## config.mk

```make
export PLATFORM = sky130hd
export DESIGN_NAME = alu_result_stage
export DESIGN_NICKNAME = d
export VERILOG_FILES = /design/src/rtl/alu_pkg.sv /design/src/rtl/alu_res_skid.sv /design/src/rtl/alu_result_stage.sv
export SDC_FILE = /design/constraint.sdc
export NUM_CORES = 1
export LEC_CHECK = 0
export ABC_AREA = 1
export CAP_MARGIN = 0
export CORE_MARGIN = 1
export CORE_UTILIZATION = 55
export DETAILED_ROUTE_END_ITERATION = 8
export HOLD_SLACK_MARGIN = 0.05
export PLACE_DENSITY = 0.82
export SLEW_MARGIN = 10
export SYNTH_ARGS = -nofsm -noshare
export SYNTH_HDL_FRONTEND = slang
export SYNTH_SLANG_ARGS = --single-unit
```

## constraint.sdc

```tcl
create_clock -name clk -period 2.94 [get_ports clk]
set_input_delay 0.588 -clock clk [delete_from_list [all_inputs] [get_ports clk]]
set_output_delay 0.588 -clock clk [all_outputs]
set_load 0.02 [all_outputs]
```

## src/rtl/alu_pkg.sv

```systemverilog
// ----------------------------------------------------------------------------
// alu_pkg
//
// Shared types and helpers for the ALU result stage.
//   - ALU_Sel encodings for the three operations the ALU implements.
//   - alu_res_t: one captured ALU result (data, flags, sel, destination).
//   - sel_legal(): true for the encodings writeback may commit.
// ----------------------------------------------------------------------------
package alu_pkg;

    localparam int ALU_DATA_W = 32;
    localparam int ALU_RD_W   = 5;
    localparam int ALU_SEL_W  = 4;

    localparam logic [ALU_SEL_W-1:0] ALU_SEL_AND = 4'b0000;
    localparam logic [ALU_SEL_W-1:0] ALU_SEL_OR  = 4'b0001;
    localparam logic [ALU_SEL_W-1:0] ALU_SEL_ADD = 4'b0010;

    typedef struct packed {
        logic [ALU_DATA_W-1:0] result;
        logic                  z;
        logic                  cout;
        logic [ALU_SEL_W-1:0]  sel;
        logic [ALU_RD_W-1:0]   rd;
    } alu_res_t;

    function automatic logic sel_legal(input logic [ALU_SEL_W-1:0] sel);
        return (sel == ALU_SEL_AND) || (sel == ALU_SEL_OR) || (sel == ALU_SEL_ADD);
    endfunction

endpackage

```

## src/rtl/alu_res_skid.sv

```systemverilog
// ----------------------------------------------------------------------------
// alu_res_skid
//
// One storage entry of the result stage: a valid bit plus an alu_res_t.
// The parent decides when to load or clear; this block only holds state.
//
// Ports:
//   clk      in   clock, rising edge
//   rst_n    in   asynchronous active-low reset (valid and data go to 0)
//   load_i   in   capture d_i and set valid
//   clear_i  in   drop the entry (wins over load_i)
//   d_i      in   entry to capture
//   valid_o  out  entry holds a result
//   q_o      out  held result
// ----------------------------------------------------------------------------
module alu_res_skid
    import alu_pkg::*;
(
    input  logic     clk,
    input  logic     rst_n,
    input  logic     load_i,
    input  logic     clear_i,
    input  alu_res_t d_i,
    output logic     valid_o,
    output alu_res_t q_o
);

    logic     valid_q;
    alu_res_t data_q;

    always_ff @(posedge clk or negedge rst_n) begin
        if (!rst_n) begin
            valid_q <= 1'b0;
            data_q  <= '0;
        end else if (clear_i) begin
            // Data is left as is; it is don't-care once valid drops.
            valid_q <= 1'b0;
        end else if (load_i) begin
            valid_q <= 1'b1;
            data_q  <= d_i;
        end
    end

    assign valid_o = valid_q;
    assign q_o     = data_q;

endmodule

```

## src/rtl/alu_result_stage.sv

```systemverilog
// ----------------------------------------------------------------------------
// alu_result_stage
//
// Registered stage behind the 32-bit ALU. Captures ALU_Out, z, coutfin, the
// producing ALU_Sel and the destination register, and hands them to
// writeback. A main register plus one skid entry let the ALU side see a
// registered in_ready, so writeback back-pressure never reaches the ALU
// combinationally.
//
// Handshake (both sides): a beat transfers on a rising edge where valid and
// ready are both high. A producer holding valid keeps its payload stable
// until the transfer; ready never depends combinationally on valid.
//
// Optional feature: define ALU_RES_PERF_EN to add saturating perf counters
// (perf_acc, perf_stall) and the CNT_W parameter.
//
// Ports:
//   clk, rst_n                clock / async active-low reset
//   flush                     synchronous kill of all buffered results
//   in_valid / in_ready       ALU-side handshake (in_ready = !skid valid)
//   in_result/z/cout/sel/rd   ALU result, flags, ALU_Sel, destination
//   out_valid / out_ready     writeback-side handshake
//   out_result/z/cout/rd      registered result fields
//   out_wb_en                 out_valid && legal sel && out_rd != 0
//   perf_acc, perf_stall      accepted beats / stall cycles (ALU_RES_PERF_EN)
// ----------------------------------------------------------------------------
module alu_result_stage
    import alu_pkg::*;
#(
    parameter int DATA_W = ALU_DATA_W,
    parameter int RD_W   = ALU_RD_W,
    parameter int SEL_W  = ALU_SEL_W
`ifdef ALU_RES_PERF_EN
    ,
    parameter int CNT_W  = 16
`endif
) (
    input  logic              clk,
    input  logic              rst_n,
    input  logic              flush,
    input  logic              in_valid,
    output logic              in_ready,
    input  logic [DATA_W-1:0] in_result,
    input  logic              in_z,
    input  logic              in_cout,
    input  logic [SEL_W-1:0]  in_sel,
    input  logic [RD_W-1:0]   in_rd,
    output logic              out_valid,
    input  logic              out_ready,
    output logic [DATA_W-1:0] out_result,
    output logic              out_z,
    output logic              out_cout,
    output logic [RD_W-1:0]   out_rd,
    output logic              out_wb_en
`ifdef ALU_RES_PERF_EN
    ,
    output logic [CNT_W-1:0]  perf_acc,
    output logic [CNT_W-1:0]  perf_stall
`endif
);

    alu_res_t in_res;
    alu_res_t main_d, main_q;
    alu_res_t skid_q;
    logic     main_valid, skid_valid;
    logic     main_load, main_clear;
    logic     skid_load, skid_clear;
    logic     accept, drain;

    assign in_res = '{result: in_result, z: in_z, cout: in_cout, sel: in_sel, rd: in_rd};

    // skid_valid is a flop output, so in_ready is registered.
    assign in_ready = !skid_valid;
    assign accept   = in_valid && in_ready;
    assign drain    = main_valid && out_ready;

    // The skid entry is older than anything on the input, so it refills
    // main first to keep FIFO order.
    assign main_d = skid_valid ? skid_q : in_res;

    always_comb begin
        main_load  = 1'b0;
        main_clear = 1'b0;
        skid_load  = 1'b0;
        skid_clear = 1'b0;
        if (flush) begin
            main_clear = 1'b1;
            skid_clear = 1'b1;
        end else begin
            // skid_valid implies main_valid, so "drain || !main_valid"
            // reduces to drain on this branch.
            if (skid_valid && drain) begin
                main_load  = 1'b1;
                skid_clear = 1'b1;
            end else if (accept && (drain || !main_valid)) begin
                main_load = 1'b1;
            end else if (drain) begin
                main_clear = 1'b1;
            end
            // accept implies skid empty, so this never collides with skid_clear.
            if (accept && main_valid && !out_ready) begin
                skid_load = 1'b1;
            end
        end
    end

    alu_res_skid u_main (
        .clk     (clk),
        .rst_n   (rst_n),
        .load_i  (main_load),
        .clear_i (main_clear),
        .d_i     (main_d),
        .valid_o (main_valid),
        .q_o     (main_q)
    );

    alu_res_skid u_skid (
        .clk     (clk),
        .rst_n   (rst_n),
        .load_i  (skid_load),
        .clear_i (skid_clear),
        .d_i     (in_res),
        .valid_o (skid_valid),
        .q_o     (skid_q)
    );

    assign out_valid  = main_valid;
    assign out_result = main_q.result;
    assign out_z      = main_q.z;
    assign out_cout   = main_q.cout;
    assign out_rd     = main_q.rd;
    // Illegal sel results still flow through but must not be committed;
    // rd 0 is the hardwired zero register.
    assign out_wb_en  = main_valid && sel_legal(main_q.sel) && (main_q.rd != '0);

`ifdef ALU_RES_PERF_EN
    logic [CNT_W-1:0] perf_acc_q, perf_acc_d;
    logic [CNT_W-1:0] perf_stall_q, perf_stall_d;

    always_comb begin
        perf_acc_d   = perf_acc_q;
        perf_stall_d = perf_stall_q;
        if (accept && !flush && (perf_acc_q != '1)) begin
            perf_acc_d = perf_acc_q + CNT_W'(1);
        end
        if (main_valid && !out_ready && (perf_stall_q != '1)) begin
            perf_stall_d = perf_stall_q + CNT_W'(1);
        end
    end

    // Counters survive flush; only reset clears them.
    always_ff @(posedge clk or negedge rst_n) begin
        if (!rst_n) begin
            perf_acc_q   <= '0;
            perf_stall_q <= '0;
        end else begin
            perf_acc_q   <= perf_acc_d;
            perf_stall_q <= perf_stall_d;
        end
    end

    assign perf_acc   = perf_acc_q;
    assign perf_stall = perf_stall_q;
`endif

endmodule

```

==> metrics.yaml, run 1 <==
finish:
  multiInputGateArea_um2: 1680
  final_cell_mix: "nand2_1 (304), nand3_1 (90), clkdlybuf4s50_1 (88)"
  layout-drive-gt1-share_pct: 5.69
  layoutNonFillerInstCount: 717
  design_area_um2: 5190
  fill_cells: 626
  nets: 658
  diodes: 0
  area_growth_pct: 18.6
  final_common_cell: "nand2_1"
  seqCellArea_um2: 2200
setup_path:
  critPathMaxFanout: 7
  critical_path_class: "reg -> out"
  required_ns: 2.35
  startpoint_type: "register"
  cp-end-kind: "output port"
  arrival_ns: 1.75
  r2r_setup_slack_ns: 1.23
  crit_start: "u_main.valid_o$_DFFE_PN0P_"
  timing.rr.start: "u_skid.valid_o$_DFFE_PN0P_"
timing:
  fmax_ghz: 0.428
  worstMarginPinSlew_ns: 0.934
  maxSlewViolCount: 0
  period_needed_ns: 2.34
  fin_skew_ns: 0.00869
  setup-tns-final_ns: 0
  fin_crit_sh_pct: 79.5
  rsz0062_at_grt: "false"
  setup_viol: 0
  slew_headroom_pct: 37.8
  hold_viol: 0
hold_path:
  hp-class: "in -> async"
route:
  drt-initial-drc-count: 224
  drc: 1
  vias_per_cell: 5.21
  wl_per_cell_um: 13.0
  vias: 3736
  drt_wl_total_um: 9320
  ant_nets: 0
  firstDrtPassIters: 7
floorplan:
  core_region_area_um2: 7730
  fp.dieW_um: 91.2
  dieHeight_um: 91.2
  initial_utilization_pct: 56.6
  num_rows: 32
  ios: 90
  die_area_um2: 8320
pwr:
  p_comb_share_pct: 25.2
  p_leak_nw: 2.74
  p_clk_share_pct: 25.4
  swShare_pct: 31.7
  power_mw: 3.29
  p_int_mw: 2.25
  power_density_nw_per_um2: 634
  ir_drop_mv: 0.297
  p_sw_mw: 1.04
  power_frac_seq_pct: 49.5
clocking:
  cts_buffer_depth: 2
  cts-root-buf: "clkbuf_8"
  cts_tree: "done"
  path_clk_slew_ns: 0.09
  worst_skew_pair.late_latency_ns: 0.35
  postCtsSetupBuffers: 0
  cts_hold_buffers: 0
  cts_made_buffers: 9
  cts-resized-gates: 0
  h-tree-depth: 3
  clock-sinks: 88
grt:
  grt_max_degree: 78
  antenna_found_initial: 0
  grt_use_total_pct: 23.7
  grt_pass1_vias: 3317
  grt_pass1_wl_um: 15600
  gr-total-overflow: 0
logic_synthesis:
  ys_types: 17
  yosysSeqAreaShare_pct: 50.3
  netlist_instances: 570
  syn_area_um2: 4380
  syn-num-nets: 618
  yosys_warnings: 0
  ys_ff_latch: 88
  avgSynthCellArea_um2: 7.68
status:
  status: "finished, violations left"
  failed_checks: "DRC"
run:
  max_cap_viol_count: 0
placed_design:
  portBuffers: 89
  dpl_cell_area_um2: 4990
  dpl.hpwl_um: 5910
  dp.cells: 701
  gp_congestion: 0.802
[per-layer routing]
metal	wire, µm	GRT usage [%]	vias to the layer above	part of all wire (%)
li1	-	-	1829	-
met2	4510	38.2	139	48
met1	4030	31.9	1752	43
met5	0	0	-	0
met3	589	3.35	16	6.3
met4	188	10.7	0	2.0
[state kept, by name, indices dropped and copies added, names as in the netlist]
signal,cells
u_main.q_o,43
u_skid.q_o,43
u_main.valid_o,1
u_skid.valid_o,1
[synthesized netlist by cell type]
library cell | count | area, µm²
inv_2 | 2 | 7.51
nand3_1 | 90 | 450
a21oi_1 | 1 | 5.00
nand2_2 | 2 | 12.5
buf_6 | 8 | 90.1
buf_2 | 9 | 45.0
nand4_2 | 1 | 12.5
nand2_4 | 1 | 11.3
dfrtp_1 | 88 | 2200
nor3_1 | 1 | 5.00
clkbuf_1 | 16 | 60.1
nand2_1 | 304 | 1140
nor2_1 | 5 | 18.8
nor3_4 | 1 | 16.3
buf_4 | 38 | 285
o21ai_0 | 1 | 5.00
inv_1 | 2 | 7.51
[power by group through the flow]
stage          Combinational, mW  Sequential (mW)  Clock [mW]
3_3_place_gp               0.812             1.63           0
5_1_grt                    0.916             1.66       0.891
2_1_floorplan              0.610             1.61           0
4_1_cts                    0.837             1.62       0.844
3_5_place_dp               0.833             1.64           0
6_report                   0.828             1.63       0.835
[critical path, cell delays in order, from the launching register on]
cell,delay [ns]
dfrtp_1,0.51
nand3_1,0.14
a21oi_1,0.13
clkdlybuf4s50_1,0.61
[cells by family (layout without fill, tap and decap cells)]
| kind of cell | count (synthesis) | in the layout | share of synthesized area [%] |
|---|---|---|---|
| flops | 88 | 88 | 50.3 |
| buf+inv | 75 | 120 | 11.3 |
| simple gates | 405 | 405 | 38.1 |
| compound gates | 2 | 2 | 0.229 |
[final timing paths]
check	to	cells after the start
worst min register to register	u_main.q_o[18]$_DFFE_PN0P_	2
worst max-delay path	out_wb_en	3
worst min-delay path	u_main.q_o[14]$_DFFE_PN0P_	1
max in group asynchronous	u_main.q_o[21]$_DFFE_PN0P_	2
min in group clk	u_main.q_o[18]$_DFFE_PN0P_	2
worst max register to register	u_main.q_o[6]$_DFFE_PN0P_	6
[cell type report]
type                    instances  share of cell area (%)
clock inverters                 6                    1.33
repair buffers                100                    18.7
multi-input cells             407                    32.3
flip-flops and latches         88                    42.4
inverters                       4                   0.289
clock buffers                  10                    2.46
well taps                     102                    2.46
[stage by stage]
stage                     utilization, %  hold WS, ns  setup slack [ns]
after floorplan                        -        0.292              1.35
after global placement              64.6        0.454             0.730
after detailed placement            64.6        0.460             0.659
after CTS                           67.2        0.406             0.574
after global routing                67.2        0.456             0.542
final                               67.2        0.372             0.602
No activity file was read; power rests on OpenSTA's default activity.
==> run 2, diff against run 1 <==
- CORE_UTILIZATION: 55 -> 51
- PLACE_DENSITY: 0.82 -> 0.77
- clock period: 2.94 -> 2.5 ns (I/O delays scaled with it)
==> run 2 against run 1 <==
Against the previous run:
- the flow now finishes without violations
- worst hold slack worse by 0.26 ns
- non-clock buffer count unchanged
- flip-flop and latch count unchanged
- design area up 0.27%
- count of clock-buffer cells in the layout up 1
- sequential share of layout area down 0.11 points
- die area up 7.7%
- total power up 17%
- critical path type unchanged
- largest cell class unchanged
- highest routed layer unchanged
==> metrics.yaml, run 2 (synthesis gave the netlist of run 1 again) <==
pwr:
  p_sw_mw: 1.18  # was 1.04 mW
  power_mw: 3.86  # was 3.29 mW
  ir_drop_mv: 0.365  # was 0.297 mV
  p_leak_nw: 2.75  # was 2.74 nW
  p_int_mw: 2.68  # was 2.25 mW
  swShare_pct: 30.5  # was 31.7%
  p_comb_share_pct: 25.3  # was 25.2%
  power_frac_seq_pct: 49.6  # was 49.5%
  p_clk_share_pct: 25.1  # was 25.4%
  power_density_nw_per_um2: 741  # was 634 nW/µm²
finish:
  final_cell_mix: "nand2_1 (304), nand3_1 (90), clkdlybuf4s50_1 (88)"  # unchanged
  nets: 658  # unchanged
  postLayoutCoreUtil_pct: 63.0  # was 67.2%
  layoutNonFillerInstCount: 718  # was 717
  final_common_cell: "nand2_1"  # unchanged
  diodes: 0  # unchanged
  layout-drive-gt1-share_pct: 5.55  # was 5.69%
  area_growth_pct: 19.0  # was 18.6%
setup_path:
  arrival_ns: 1.71  # was 1.75 ns
  critPathMaxFanout: 7  # unchanged
  startpoint_type: "register"  # unchanged
  required_ns: 2.00  # was 2.35 ns
  cp-end-kind: "output port"  # unchanged
  critical_path_class: "reg -> out"  # unchanged
clocking:
  cts_made_buffers: 9  # unchanged
  path_clk_slew_ns: 0.08  # was 0.09 ns
  cts-root-buf: "clkbuf_8"  # unchanged
  clock-sinks: 88  # unchanged
  cts_buffer_depth: 2  # unchanged
  worst_skew_pair.late_latency_ns: 0.34  # was 0.35 ns
  postCtsSetupBuffers: 0  # unchanged
  cts-resized-gates: 0  # unchanged
  h-tree-depth: 3  # unchanged
  cts_hold_buffers: 0  # unchanged
  cts_tree: "done"  # unchanged
grt:
  grt_pass1_vias: 3413  # was 3317
  antenna_found_initial: 0  # unchanged
  grt_pass1_wl_um: 15800  # was 15600 µm
  gr-total-overflow: 0  # unchanged
  grt_max_degree: 52  # was 78
  grt_use_total_pct: 22.8  # was 23.7%
placed_design:
  gp_congestion: 0.764  # was 0.802
  portBuffers: 89  # unchanged
  dp.cells: 704  # was 701
  dpl.hpwl_um: 6290  # was 5910 µm
  dp_worst_setup_slack_ns: 0.237  # was 0.659 ns
timing:
  fin_skew_ns: 0.00812  # was 0.00869 ns
  setup_viol: 0  # unchanged
  period_needed_ns: 2.21
  hold_viol: 0  # unchanged
  slew_headroom_pct: 66.0  # was 37.8%
  rsz0062_at_grt: "false"  # unchanged
  setup-tns-final_ns: 0  # unchanged
  worstMarginPinSlew_ns: 0.510  # was 0.934 ns
  worst_slack_ns: 0.290  # was 0.602 ns
  fin_crit_sh_pct: 88.4
  fmax_ghz: 0.453
  maxSlewViolCount: 0  # unchanged
route:
  ant_nets: 0  # unchanged
  drc: 0  # was 1
  vias: 3646  # was 3736
  firstDrtPassIters: 5  # was 7
  vias_per_cell: 5.08  # was 5.21
  drt_wl_total_um: 9490  # was 9320 µm
  wl_per_cell_um: 13.2  # was 13.0 µm
  drt-initial-drc-count: 262  # was 224
floorplan:
  core_region_area_um2: 8260  # was 7730 µm²
  dieHeight_um: 94.6  # was 91.2 µm
  ios: 90  # unchanged
  num_rows: 33  # was 32
  initial_utilization_pct: 53.0  # was 56.6%
  die_area_um2: 8950  # was 8320 µm²
  fp.dieW_um: 94.6  # was 91.2 µm
status:
  status: "finished, final reports clean"  # was finished, violations left
hold_path:
  hp-class: "in -> async"  # unchanged
run:
  max_cap_viol_count: 0  # unchanged
==> run 2: metal layers <==
metal / wire length, µm / vias up / track usage, %
li1: - / 1819 / -
met1: 4030 / 1696 / 29.3
met2: 4810 / 121 / 40.0
met3: 534 / 10 / 2.42
met4: 111 / 0 / 7.32
met5: 0 / - / 0
==> run 2: through the flow <==
stage / area, µm² / hold slack [ns]
2_1_floorplan: 4380 / 0.204
5_1_grt: 5200 / 0.150
6_report: 5200 / 0.115
4_1_cts: 5200 / 0.135
3_3_place_gp: 5010 / 0.455
3_5_place_dp: 5010 / 0.458
==> run 2: critical path: stages (launching register included) <==
cell and delay, ns:
dfrtp_1 0.50, nand3_1 0.13, a21oi_1 0.13, clkdlybuf4s50_1 0.62
==> run 2: cell type report <==
type | instances | area, µm²
fill | 742 | 3050
sequential | 88 | 2200
clock buffer | 11 | 151
clock inverter | 3 | 42.5
multi-input combinational | 407 | 1680
timing repair buffer | 100 | 983
tap | 105 | 131
inverter | 4 | 15.0
==> run 2: power by group through the flow <==
stage / Sequential (mW) / Clock, mW / Combinational [mW]
global placement: 1.92 / 0 / 0.960
detailed placement: 1.93 / 0 / 0.986
CTS: 1.91 / 0.987 / 0.991
global route: 1.95 / 1.04 / 1.09
floorplan: 1.89 / 0 / 0.717
finish: 1.91 / 0.968 / 0.978
==> run 2: final timing paths <==
kind                       cells past startpoint  slack, ns                    endpoint                        from
hold / removal                                 1       0.11  u_main.q_o[12]$_DFFE_PN0P_                       rst_n
max in group asynchronous                      2       1.74  u_main.q_o[35]$_DFFE_PN0P_                       rst_n
setup / recovery                               3       0.29                   out_wb_en  u_main.valid_o$_DFFE_PN0P_
setup reg to reg                               6       0.72  u_main.q_o[30]$_DFFE_PN0P_  u_skid.valid_o$_DFFE_PN0P_
min in group clk                               2       0.47  u_main.q_o[17]$_DFFE_PN0P_  u_main.q_o[17]$_DFFE_PN0P_
hold reg to reg                                2       0.47  u_main.q_o[17]$_DFFE_PN0P_  u_main.q_o[17]$_DFFE_PN0P_
==> run 3, diff against run 2 <==
- SLEW_MARGIN: 10 -> default
==> results of run 3 <==
Same layout as run 2: the final DEF is identical, and so are final timing and power.
